File: src/rtl/word_serializer_param_pkg.sv
// Shared types and helpers for the parametrised word serializer.
package ser_pkg;

  typedef enum logic [0:0] {
    SER_IDLE  = 1'b0,
    SER_SHIFT = 1'b1
  } ser_state_e;

  localparam int SER_IN_W_DEF  = 32;
  localparam int SER_OUT_W_DEF = 8;

  // Lane counter width; a single-lane word still needs a 1-bit counter.
  function automatic int ser_cnt_w(input int ratio);
    if (ratio <= 1) begin
      return 1;
    end else begin
      return $clog2(ratio);
    end
  endfunction

endpackage

File: src/rtl/word_serializer_param.sv
// Serializes IN_W-bit words into IN_W/OUT_W lanes with valid/ready on both sides.
// Optional macro SERIALIZER_PARITY_EN adds parity_out (XOR of data_out).
module word_serializer_param
  import ser_pkg::*;
#(
  parameter int IN_W      = SER_IN_W_DEF,
  parameter int OUT_W     = SER_OUT_W_DEF,
  parameter int MSB_FIRST = 1
) (
  input  logic             clk_4f,
  input  logic             reset,
  input  logic             valid_in,
  output logic             ready_in,
  input  logic [IN_W-1:0]  data_in,
  output logic             valid_out,
  input  logic             ready_out,
  output logic [OUT_W-1:0] data_out,
  output logic             last_out,
`ifdef SERIALIZER_PARITY_EN
  output logic             parity_out,
`endif
  output logic             busy
);

  localparam int RATIO = IN_W / OUT_W;
  localparam int CNT_W = ser_cnt_w(RATIO);
  localparam logic [CNT_W-1:0] LAST_CNT = CNT_W'(RATIO - 1);

  if (((IN_W % OUT_W) != 0) || (IN_W < OUT_W)) begin : g_bad_width
    $error("word_serializer_param: IN_W must be a positive multiple of OUT_W");
  end

  ser_state_e       state_r;
  ser_state_e       next_state_s;
  logic [IN_W-1:0]  hold_r;
  logic [IN_W-1:0]  next_hold_s;
  logic [CNT_W-1:0] cnt_r;
  logic [CNT_W-1:0] next_cnt_s;
  logic             valid_r;
  logic [OUT_W-1:0] data_r;
  logic             last_r;
  logic [OUT_W-1:0] next_lane_s;
  logic             next_shift_s;

  function automatic logic [OUT_W-1:0] lane_of(input logic [IN_W-1:0] w,
                                               input logic [CNT_W-1:0] c);
    logic [CNT_W-1:0] idx;
    idx = (MSB_FIRST != 0) ? (LAST_CNT - c) : c;
    return w[int'(idx) * OUT_W +: OUT_W];
  endfunction

  function automatic logic parity_of(input logic [OUT_W-1:0] d);
    return ^d;
  endfunction

  assign busy      = (state_r == SER_SHIFT);
  assign ready_in  = !busy || (last_r && ready_out);
  assign valid_out = valid_r;
  assign data_out  = data_r;
  assign last_out  = last_r;

  // Next state, holding word and lane index from the two handshakes.
  always_comb begin
    next_state_s = state_r;
    next_hold_s  = hold_r;
    next_cnt_s   = cnt_r;
    case (state_r)
      SER_IDLE: begin
        if (valid_in) begin
          next_state_s = SER_SHIFT;
          next_hold_s  = data_in;
          next_cnt_s   = {CNT_W{1'b0}};
        end else begin
          next_state_s = SER_IDLE;
        end
      end
      SER_SHIFT: begin
        if (ready_out) begin
          if (last_r) begin
            next_cnt_s = {CNT_W{1'b0}};
            if (valid_in) begin
              next_hold_s = data_in;
            end else begin
              next_state_s = SER_IDLE;
            end
          end else begin
            next_cnt_s = cnt_r + CNT_W'(1);
          end
        end else begin
          next_cnt_s = cnt_r;
        end
      end
      default: begin
        next_state_s = SER_IDLE;
        next_cnt_s   = {CNT_W{1'b0}};
      end
    endcase
  end

  // Lane presented after the coming edge, so the outputs can be registered.
  always_comb begin
    next_shift_s = (next_state_s == SER_SHIFT);
    if (next_shift_s) begin
      next_lane_s = lane_of(next_hold_s, next_cnt_s);
    end else begin
      next_lane_s = {OUT_W{1'b0}};
    end
  end

  // State, holding register, counter and registered lane outputs.
  always_ff @(posedge clk_4f) begin
    if (reset) begin
      state_r <= SER_IDLE;
      hold_r  <= {IN_W{1'b0}};
      cnt_r   <= {CNT_W{1'b0}};
      valid_r <= 1'b0;
      data_r  <= {OUT_W{1'b0}};
      last_r  <= 1'b0;
    end else begin
      state_r <= next_state_s;
      hold_r  <= next_hold_s;
      cnt_r   <= next_cnt_s;
      valid_r <= next_shift_s;
      data_r  <= next_lane_s;
      last_r  <= next_shift_s && (next_cnt_s == LAST_CNT);
    end
  end

`ifdef SERIALIZER_PARITY_EN
  logic parity_r;

  assign parity_out = parity_r;

  // Parity follows the registered lane, zero while no lane is valid.
  always_ff @(posedge clk_4f) begin
    if (reset) begin
      parity_r <= 1'b0;
    end else begin
      parity_r <= parity_of(next_lane_s);
    end
  end
`else
  logic unused_parity_s;
  assign unused_parity_s = parity_of(next_lane_s);
`endif

endmodule

File: config.mk
export PLATFORM = sky130hd
export DESIGN_NAME = word_serializer_param
export DESIGN_NICKNAME = d
export VERILOG_FILES = /design/src/rtl/word_serializer_param_pkg.sv /design/src/rtl/word_serializer_param.sv
export SDC_FILE = /design/constraint.sdc
export NUM_CORES = 1
export LEC_CHECK = 0
export BUFFER_PORTS_ARGS = -buffer_cell sky130_fd_sc_hd__buf_2
export CORE_UTILIZATION = 35
export CTS_BUF_LIST = sky130_fd_sc_hd__clkbuf_16
export DETAILED_ROUTE_END_ITERATION = 10
export PLACE_DENSITY = 0.53
export SLEW_MARGIN = 15
export SYNTH_ARGS = -nofsm -noshare
export SYNTH_HDL_FRONTEND = slang
export SYNTH_SLANG_ARGS = --single-unit
File: constraint.sdc
create_clock -name clk_4f -period 2.6 [get_ports clk_4f]
set_input_delay 0.13 -clock clk_4f [delete_from_list [all_inputs] [get_ports clk_4f]]
set_output_delay 0.13 -clock clk_4f [all_outputs]
set_load 0.005 [all_outputs]
# Yosys cells after proc, flatten, opt, wreduce, memory -nomap -nowiden
# Index checks and enable logic that the tools add are counted.
dict set report totals {
  ff_bits 44
  out_inout_bits 12
  wordCells 28
  in_bits 36
}
dict set report op_classes {
  n_addsub 2
  bitwise_logic 2
  reduce_logical 5
  n_mux 12
  eq_ne 1
  shifts 1
}
# op n
set op_table {}
lappend op_table {{32-bit two-way mux} 3}
lappend op_table {{32-bit case mux with 2 select lines} 1}
lappend op_table {{32-bit by 6-bit variable part select with 8-bit output} 1}
lappend op_table {{2-bit two-way mux} 3}
lappend op_table {{2-bit case mux with 2 select lines} 1}
lappend op_table {{1-bit two-way mux} 3}
lappend op_table {{2-bit by 1-bit adder with 2-bit output (second input constant)} 1}
lappend op_table {{2-bit == test (second input constant)} 1}
lappend op_table {{1-bit logical AND} 2}
lappend op_table {{1-bit inverter} 2}
lappend op_table {{1-bit case mux with 2 select lines} 1}
lappend op_table {{2-bit OR reduction} 1}
lappend op_table {{2-bit subtractor (first input constant)} 1}
lappend op_table {{1-bit logical NOT} 1}
lappend op_table {{1-bit logical OR} 1}

# Logic depth before layout (Yosys ltp)
# Gate-level depths: netlist of the first run.
dict set report logic_depth {
  word_depth 6
  ltp_mapped 7
  depth_no_buf 5
}

# Worst setup path after synthesis of the first run
# Ideal clock, no wire load.
dict set report synth_timing {
  kind {reg-to-reg}
  from {register, netlist name valid_out}
  to {register data_r[6] (netlist: data_out[6])}
  n_path_buf 2
  t_required_ns 2.508
  setup_ns 0.092
  stages_incl_launch_ff 8
  arrival_ns 1.420
  synth_period_minus_slack_ns 1.512
  setup_slack_ns 1.088
  cell_sequence {dfxtp_1 buf_2 nor2_1 nand2_1 clkbuf_1 a21o_1 o31ai_2 o32ai_1}
}
# item line_no
set synth_rtl {}
lappend synth_rtl {{to (signal assigned)} word_serializer_param.sv:117} ;# data_r <= {OUT_W{1'b0}};
lappend synth_rtl {{to (signal assigned)} word_serializer_param.sv:124} ;# data_r <= next_lane_s;
lappend synth_rtl {{to (decl)} word_serializer_param.sv:40} ;# logic [OUT_W-1:0] data_r;

==> results of run 1 <==
registers in the layout, summed over array words and instances, names as in the netlist:
signal	flops
data_out	8
cnt_r	2
hold_r	32
valid_out	1
last_out	1
worst max path at each step:
stage	endpoint	cells past startpoint
floorplan	data_out[6]$_SDFF_PP0_	7
global route	data_out[0]$_SDFF_PP0_	5
global placement	data_out[1]$_SDFF_PP0_	5
CTS	data_out[0]$_SDFF_PP0_	5
detailed placement	data_out[0]$_SDFF_PP0_	5
finish	data_out[0]$_SDFF_PP0_	5
worst max-delay path: cells and delay by family, from the launching register on:
kind	cells	cell delay, ps
simple gates	3	890
flops	1	550
compound gates	2	420
stage by stage:
stage | setup slack [ps] | total power, mW | cells
3_3_place_gp | 697.2 | 0.9372 | 335
4_1_cts | 609.0 | 1.515 | 343
2_1_floorplan | 1088 | 0.8660 | 230
6_report | 596.3 | 1.503 | 343
5_1_grt | 423.7 | 1.572 | 343
3_5_place_dp | 618.4 | 0.9387 | 335
power by group:
| group | switching (mW) | total (mW) | internal (mW) | leakage, nW |
|---|---|---|---|---|
| registers | 0.0250 | 0.739 | 0.714 | 0.361 |
| logic | 0.0984 | 0.183 | 0.0848 | 0.521 |
| clock network | 0.236 | 0.581 | 0.345 | 0.0738 |
| total | 0.359 | 1.50 | 1.14 | 0.955 |
layer usage:
| layer | wire length (um) | part of all wire | vias to the layer above |
|---|---|---|---|
| met2 | 2083 | 0.46 | 42 |
| met5 | 0 | 0 | - |
| met3 | 205 | 0.045 | 4 |
| met1 | 2219 | 0.49 | 761 |
| li1 | - | - | 881 |
| met4 | 42 | 0.0092 | 0 |
synth_stat cells (all sizes together), types with 2 or more instances:
master	number	area share
o31ai	16	0.079
a21oi	36	0.094
o32ai	8	0.037
dfxtp	44	0.46
inv	2	0.0039
clkbuf	8	0.016
nand2	70	0.14
a21o	17	0.067
buf	10	0.035
nor2	10	0.020
mux2i	2	0.010
final cells by class:
type                       count  area [um2]
timing repair buffer          53       280.3
tap                           70       87.58
inverter                       2       7.507
fill                         535        2843
multi-input combinational    166       937.1
sequential                    44       880.8
clock buffer                   5       125.1
clock inverter                 3       11.26
logic make-up (layout without fill, tap and decap cells):
| logic type | Yosys count | after routing | share of synthesized area |
|---|---|---|---|
| multiplexers | 2 | 2 | 0.01048 |
| buffers and inverters | 20 | 63 | 0.05436 |
| AO/OA/AOI/OAI | 80 | 80 | 0.2980 |
| flip-flops | 44 | 44 | 0.4610 |
| AND/OR/NAND/NOR | 84 | 84 | 0.1762 |
placed cells by master (no fill, tap or decap):
| cell type | count |
|---|---|
| nand2_1 | 69 |
| buf_2 | 47 |
| dfxtp_1 | 44 |
| a21oi_1 | 35 |
| a21o_1 | 17 |
| nor2_1 | 10 |
| o31ai_1 | 10 |
| o32ai_1 | 8 |
| o31ai_2 | 6 |
| buf_4 | 6 |
| clkbuf_16 | 5 |
| inv_1 | 4 |
| mux2i_1 | 2 |
| a21oi_4 | 1 |
| nand2b_1 | 1 |
| a22oi_1 | 1 |
| nor2b_1 | 1 |
| and3b_1 | 1 |
| a21boi_1 | 1 |
| o221ai_4 | 1 |
| nand2_4 | 1 |
| nand3b_1 | 1 |
| clkinv_1 | 1 |
==> impl_results.md, run 1 <==
- Worst EP required: 2740 ps
- Initial DRC Count: approximately 80
- Syn Nets: around 270
- Die Y: 75.89 um
- Fin area: 2330 um2
- # diodes: 0
- Die area: 5759 um2
- Hold Path End: hold_r[13]$_SDFF_PP0_
- MaxCap Viol Count: 0
- CTS root buf: clkbuf_16
- Critical path type: reg -> reg
- Crit start category: register
- Seq cells post-synth: 44
- Mapped Cells: 230
- Core area: ~5200 um2
- HPWL after DPL: 3212 um
- Placer's final routability congestion estimate: approximately 0.75
- Post-cts sizing count: 0
- Port Buffers: 47
- GRT Max-Usage Layer: met2
- Rows: 26
- WL final: ~4600 um
- Initial core utilization: 0.3694
- Number of buffers created by CTS: 5
- Syn Area/Cell: 8.307 um2
- Reg2Reg Launch Point: valid_out$_SDFF_PP0_
- CP Max Fanout: 19
- Clock sinks: between 40 and 50
- F_max: ~500 MHz
- # nets final: a little over 300
- Ys async rst share: 0
- R2r setup slk: slightly below 600 ps
- Max_slew headroom: 0.5030
- Met2 Use GR: 0.2724
- Largest net degree at the start of global routing: 26
- Met1 usage: 0.2348
- DR vias/cell: 4.921
- Die W: 75.89 um
- Hold Crit Start: data_in[13]
- Slowest cell on crit path: dfxtp_1
- Met3 Track Usage GR: 0.03836
- Hold slack: between 80 and 90 ps
- Worst skew pair latency: 280 ps
- Finished Core Util: 0.4504
- Reg2Reg Depth: 5
- Setup Buffers After CTS: 0
- Post-DRT Antenna Nets: 0
- Register area share after synthesis: 0.4610
- First-pass GRT wire length: approximately 7300 um
- Vias in the first global route: 1519
- Final min period: approximately 2000 ps
- Boundary pin count: 48
- Status: completed
- Post-route DRC: 0
- Total GRT Usage: 0.1712
- Critical Path Sink Type: register
- Post-DP Area: 2193 um2
- Fin crit share: 0.7706
- Hold path depth: 3
- Hold WC Path Type: in -> reg
- Initial antenna violation count: 0
- Critical Path AT: 2140 ps
- Unrepaired setup endpoints after global routing: false
- Setup Skew: 2.429 ps
- Distinct cells, synth: 23
- PwrDens: 645.3 nW/um2
- Slew Limit Fails: 0
- RR Endpoint: data_out[0]$_SDFF_PP0_
- Top_reg_cell synth: dfxtp_1
- Max Root-Sink Buffers: 2
- CTS clk-pin slew, worst paths: 60 ps
- CTS tree: yes
- Hold buffer count at CTS: 0
- Fin. Hold Viols: 0
- Area Growth Syn to Fin: 21.94%
- Final setup viols: 0
- Setup TNS: 0 ps
- Max incr delay on CP: 550 ps
- Number of H-tree levels: 2
- WL per Instance: 13.27 um
- Peak VDD IR: around 300 uV
- Layout cell share with drive strength beyond 1: 0.2454
- Cell area after synthesis: 1911 um2
- Post-synth EDFFs: 0
- Remaining global-route overflow: 0
- Vias post-DR: 1688
- First-pass detailed-route iteration total: 4
- Yosys warns: 0
- Worst setup path startpoint: valid_out$_SDFF_PP0_
- Leakage: 0.9555 nW
- CP cell instances: nor2_1, nand2_1, nand2_4, o31ai_1, o32ai_1
- Worst Max-Slew Pin Slew: roughly 740 ps
Note: power is estimated with default switching activity, not from simulation.
==> inputs of run 2 (changes only) <==
--- a/config.mk
+++ b/config.mk
@@ -5,6 +5,7 @@
 export SDC_FILE = /design/constraint.sdc
 export NUM_CORES = 1
 export LEC_CHECK = 0
+export ABC_AREA = 1
 export BUFFER_PORTS_ARGS = -buffer_cell sky130_fd_sc_hd__buf_2
 export CORE_UTILIZATION = 35
 export CTS_BUF_LIST = sky130_fd_sc_hd__clkbuf_16
==> constraint.sdc (replaced) <==
create_clock -name clk_4f -period 2 [get_ports clk_4f]
set_input_delay 0.1 -clock clk_4f [delete_from_list [all_inputs] [get_ports clk_4f]]
set_output_delay 0.1 -clock clk_4f [all_outputs]
set_load 0.005 [all_outputs]
==> run 2 against run 1 <==
Sequential share of layout area decreased by 3.0 points. Cell count increased by 25%. Hold slack improved by 68 ps. Clock power increased by 61%. Critical endpoint is now last_out$_SDFF_PP0_. Largest cell class unchanged. Largest power group unchanged.
==> impl_results.md, run 2 <==
- Core area: 5675 um2 (+9.7%)
- Crit start category: register
- Peak VDD IR: 506.1 uV (+69%)
- Post-synth EDFFs: 0 (unchanged)
- Top reg by flops: hold_r
- Slew Limit Fails: 0 (unchanged)
- Setup TNS: 0 ps (unchanged)
- Syn Nets: 352 (+32%)
- WL final: 4946 um (+8.7%)
- Boundary pin count: 48 (unchanged)
- Distinct cells, synth: 16 (-30%)
- Place WS: 397.3 ps (-221.2 ps)
- Post-DP Area: 2361 um2 (+7.6%)
- Initial core utilization: 0.3735 (+0.004081)
- # nets final: 392 (+27%)
- Top_reg_cell synth: dfxtp_1
- Synth Area in Simple Gates: 0.4280 (+0.2518)
- Area Growth Syn to Fin: 19.54%
- Fin. Hold Viols: 0 (unchanged)
- Number of H-tree levels: 2 (unchanged)
- Ys async rst share: 0 (unchanged)
- Commonest non-fill, non-tap cell in the layout: nand2_1
- Worst setup path startpoint: valid_out$_SDFF_PP0_
- Commonest non-fill, non-tap cells in the layout: nand2_1 (104), buf_2 (47), dfxtp_1 (44)
- Reg2Reg Depth: 5 (unchanged)
- Critical path type: reg -> reg
- Fin area: 2534 um2 (+8.8%)
- Final Non-Filler Cells: 429 (+25%)
- Most frequent cells after synthesis: nand2_1 (104), dfxtp_1 (44), inv_1 (43)
- CTS clk-pin slew, worst paths: 60 ps (about the same)
- HPWL after DPL: 3475 um (+8.2%)
- RR Endpoint: last_out$_SDFF_PP0_
- Unrepaired setup endpoints after global routing: false
- Multiplexer area fraction after synthesis: 0 (-0.01048)
- CTS tree: yes
- Adder-cell share of the synthesized area: 0 (unchanged)
- Max_slew headroom: 0.7013 (+0.1984)
- Remaining global-route overflow: 0 (unchanged)
- Initial DRC Count: 75 (-3.8%)
- Die W: 79.82 um (+5.2%)
- Reg2Reg Launch Point: valid_out$_SDFF_PP0_
- Post-route DRC: 0 (unchanged)
- Layout cell share with drive strength beyond 1: 0.1877 (-0.05775)
- Mapped Cells: 316 (+37%)
- Syn Area/Cell: 6.707 um2 (-19%)
- Seq cells post-synth: 44 (unchanged)
- DR vias/cell: 4.429 (-10%)
- CTS root buf: clkbuf_16
- Hold Crit Start: reset
- Placed Cells incl. Taps: 421 (+26%)
- Cell area after synthesis: 2120 um2 (+11%)
- Worst skew pair latency: 280 ps (about the same)
- Port Buffers: 47 (unchanged)
- Vias in the first global route: 1791 (+18%)
- Placer's final routability congestion estimate: 0.7763 (+3.7%)
- Worst EP required: 2190 ps (-550 ps)
- Fill cells: 637 (+19%)
- Die area: 6371 um2 (+11%)
- Top cells by area, synth: dfxtp_1 (42%), nand2_1 (18%), nand3b_1 (8.5%)
- Power, Total: 2.254 mW (+50%)
- R2r setup slk: 400 ps (-200 ps)
- Number of buffers created by CTS: 5 (unchanged)
- Status: completed
- Area fraction of the dominant cell type after synthesis: 0.4156 (-0.04545)
- Compound-gate portion of the synthesized area: 0.02125 (-0.2767)
- Hold buffer count at CTS: 0 (unchanged)
- Hold WC Path Type: in -> reg
- First-pass GRT wire length: 8507 um (+16%)
- Vias post-DR: 1900 (+13%)
- Largest net degree at the start of global routing: 33 (+27%)
- Area leader, netlist: dfxtp_1
- Hold slack: 154.0 ps (+67.59 ps)
- Yosys warns: 0 (unchanged)
- Setup Skew: 6.733 ps (+4.305 ps)
- Setup Buffers After CTS: 0 (unchanged)
- Final min period: 1601 ps (-402.6 ps)
- Post-cts sizing count: 0 (unchanged)
- Rows: 27 (+3.8%)
- Final worst slack: 399.0 ps (-197.4 ps)
- MaxCap Viol Count: 0 (unchanged)
- Finished Core Util: 0.4464 (-0.003982)
- Leakage: 1.339 nW (+40%)
- # diodes: 0 (unchanged)
- Max Root-Sink Buffers: 2 (unchanged)
- First-pass detailed-route iteration total: 4 (unchanged)
- Largest family of logic cells by synthesized area: simple AND/OR/NAND/NOR gates
- Register area share after synthesis: 0.4156 (-0.04545)
- Post-Synth XOR/XNOR Area: 0 (unchanged)
- CP Max Fanout: 27 (+8)
- Hold path depth: 2 (-1)
- Initial antenna violation count: 0 (unchanged)
- Largest register FFs: 32 (unchanged)
- Worst Max-Slew Pin Slew: 446.7 ps (-297.2 ps)
- Hold Path End: hold_r[0]$_SDFF_PP0_
- PwrDens: 889.7 nW/um2 (+38%)
- WL per Instance: 11.53 um (-13%)
- Final setup viols: 0 (unchanged)
- Post-DRT Antenna Nets: 0 (unchanged)
- Die Y: 79.82 um (+5.2%)
- Total GRT Usage: 0.1700 (-0.001209)
- Critical Path Sink Type: register
- Most frequent cell after synthesis: nand2_1
- F_max: 624.6 MHz (+25%)
- Fin crit share: 0.8005 (+0.02987)
- Critical Path AT: 1790 ps (-350 ps)
- Clock sinks: 44 (unchanged)
==> run 2: how the worst max path moves through the flow <==
stage                     slack (ps)                      to  depth (start not counted)
after detailed placement         400     last_out$_SDFF_PP0_                          5
after floorplan                  690  data_out[2]$_SDFF_PP0_                         11
final                            400     last_out$_SDFF_PP0_                          5
after global routing             190     last_out$_SDFF_PP0_                          5
after global placement           390     last_out$_SDFF_PP0_                          5
after CTS                        380     last_out$_SDFF_PP0_                          5
==> run 2: metal layers <==
layer | share of wire | global-route usage | vias to the layer above
met3 | 0.038 | 0.02971 | 4
met4 | 0.0085 | 0.04821 | 0
met5 | 0 | 0 | -
met2 | 0.44 | 0.2650 | 35
li1 | - | - | 1038
met1 | 0.52 | 0.2385 | 823
==> run 2: power breakdown <==
group	switching, mW	total [mW]	leakage, nW	internal (mW)
sequential	0.0210	0.965	0.364	0.944
clock	0.344	0.937	0.0840	0.593
combinational	0.218	0.352	0.891	0.134
total	0.583	2.25	1.34	1.67
==> run 2: cell type report <==
cell class              count  area, um2  share of cell area
clock inverters             3      47.55             0.01877
multi-input cells         208      952.2              0.3758
clock buffers               5      125.1             0.04938
repair buffers             51      265.3              0.1047
inverters                  46      172.7             0.06815
well taps                  72      90.09             0.03556
flip-flops and latches     44      880.8              0.3477
==> run 2: kinds of logic after synthesis <==
kind of cell | count (synthesis)
flops | 44
buf+inv | 64
simple gates | 199
compound gates | 9
==> run 2: worst max-delay path, cell delays in order, from the launching register on <==
cell	delay [ps]
dfxtp_1	520
nand2_4	160
buf_4	260
a21oi_1	230
inv_2	130
nor3_1	200
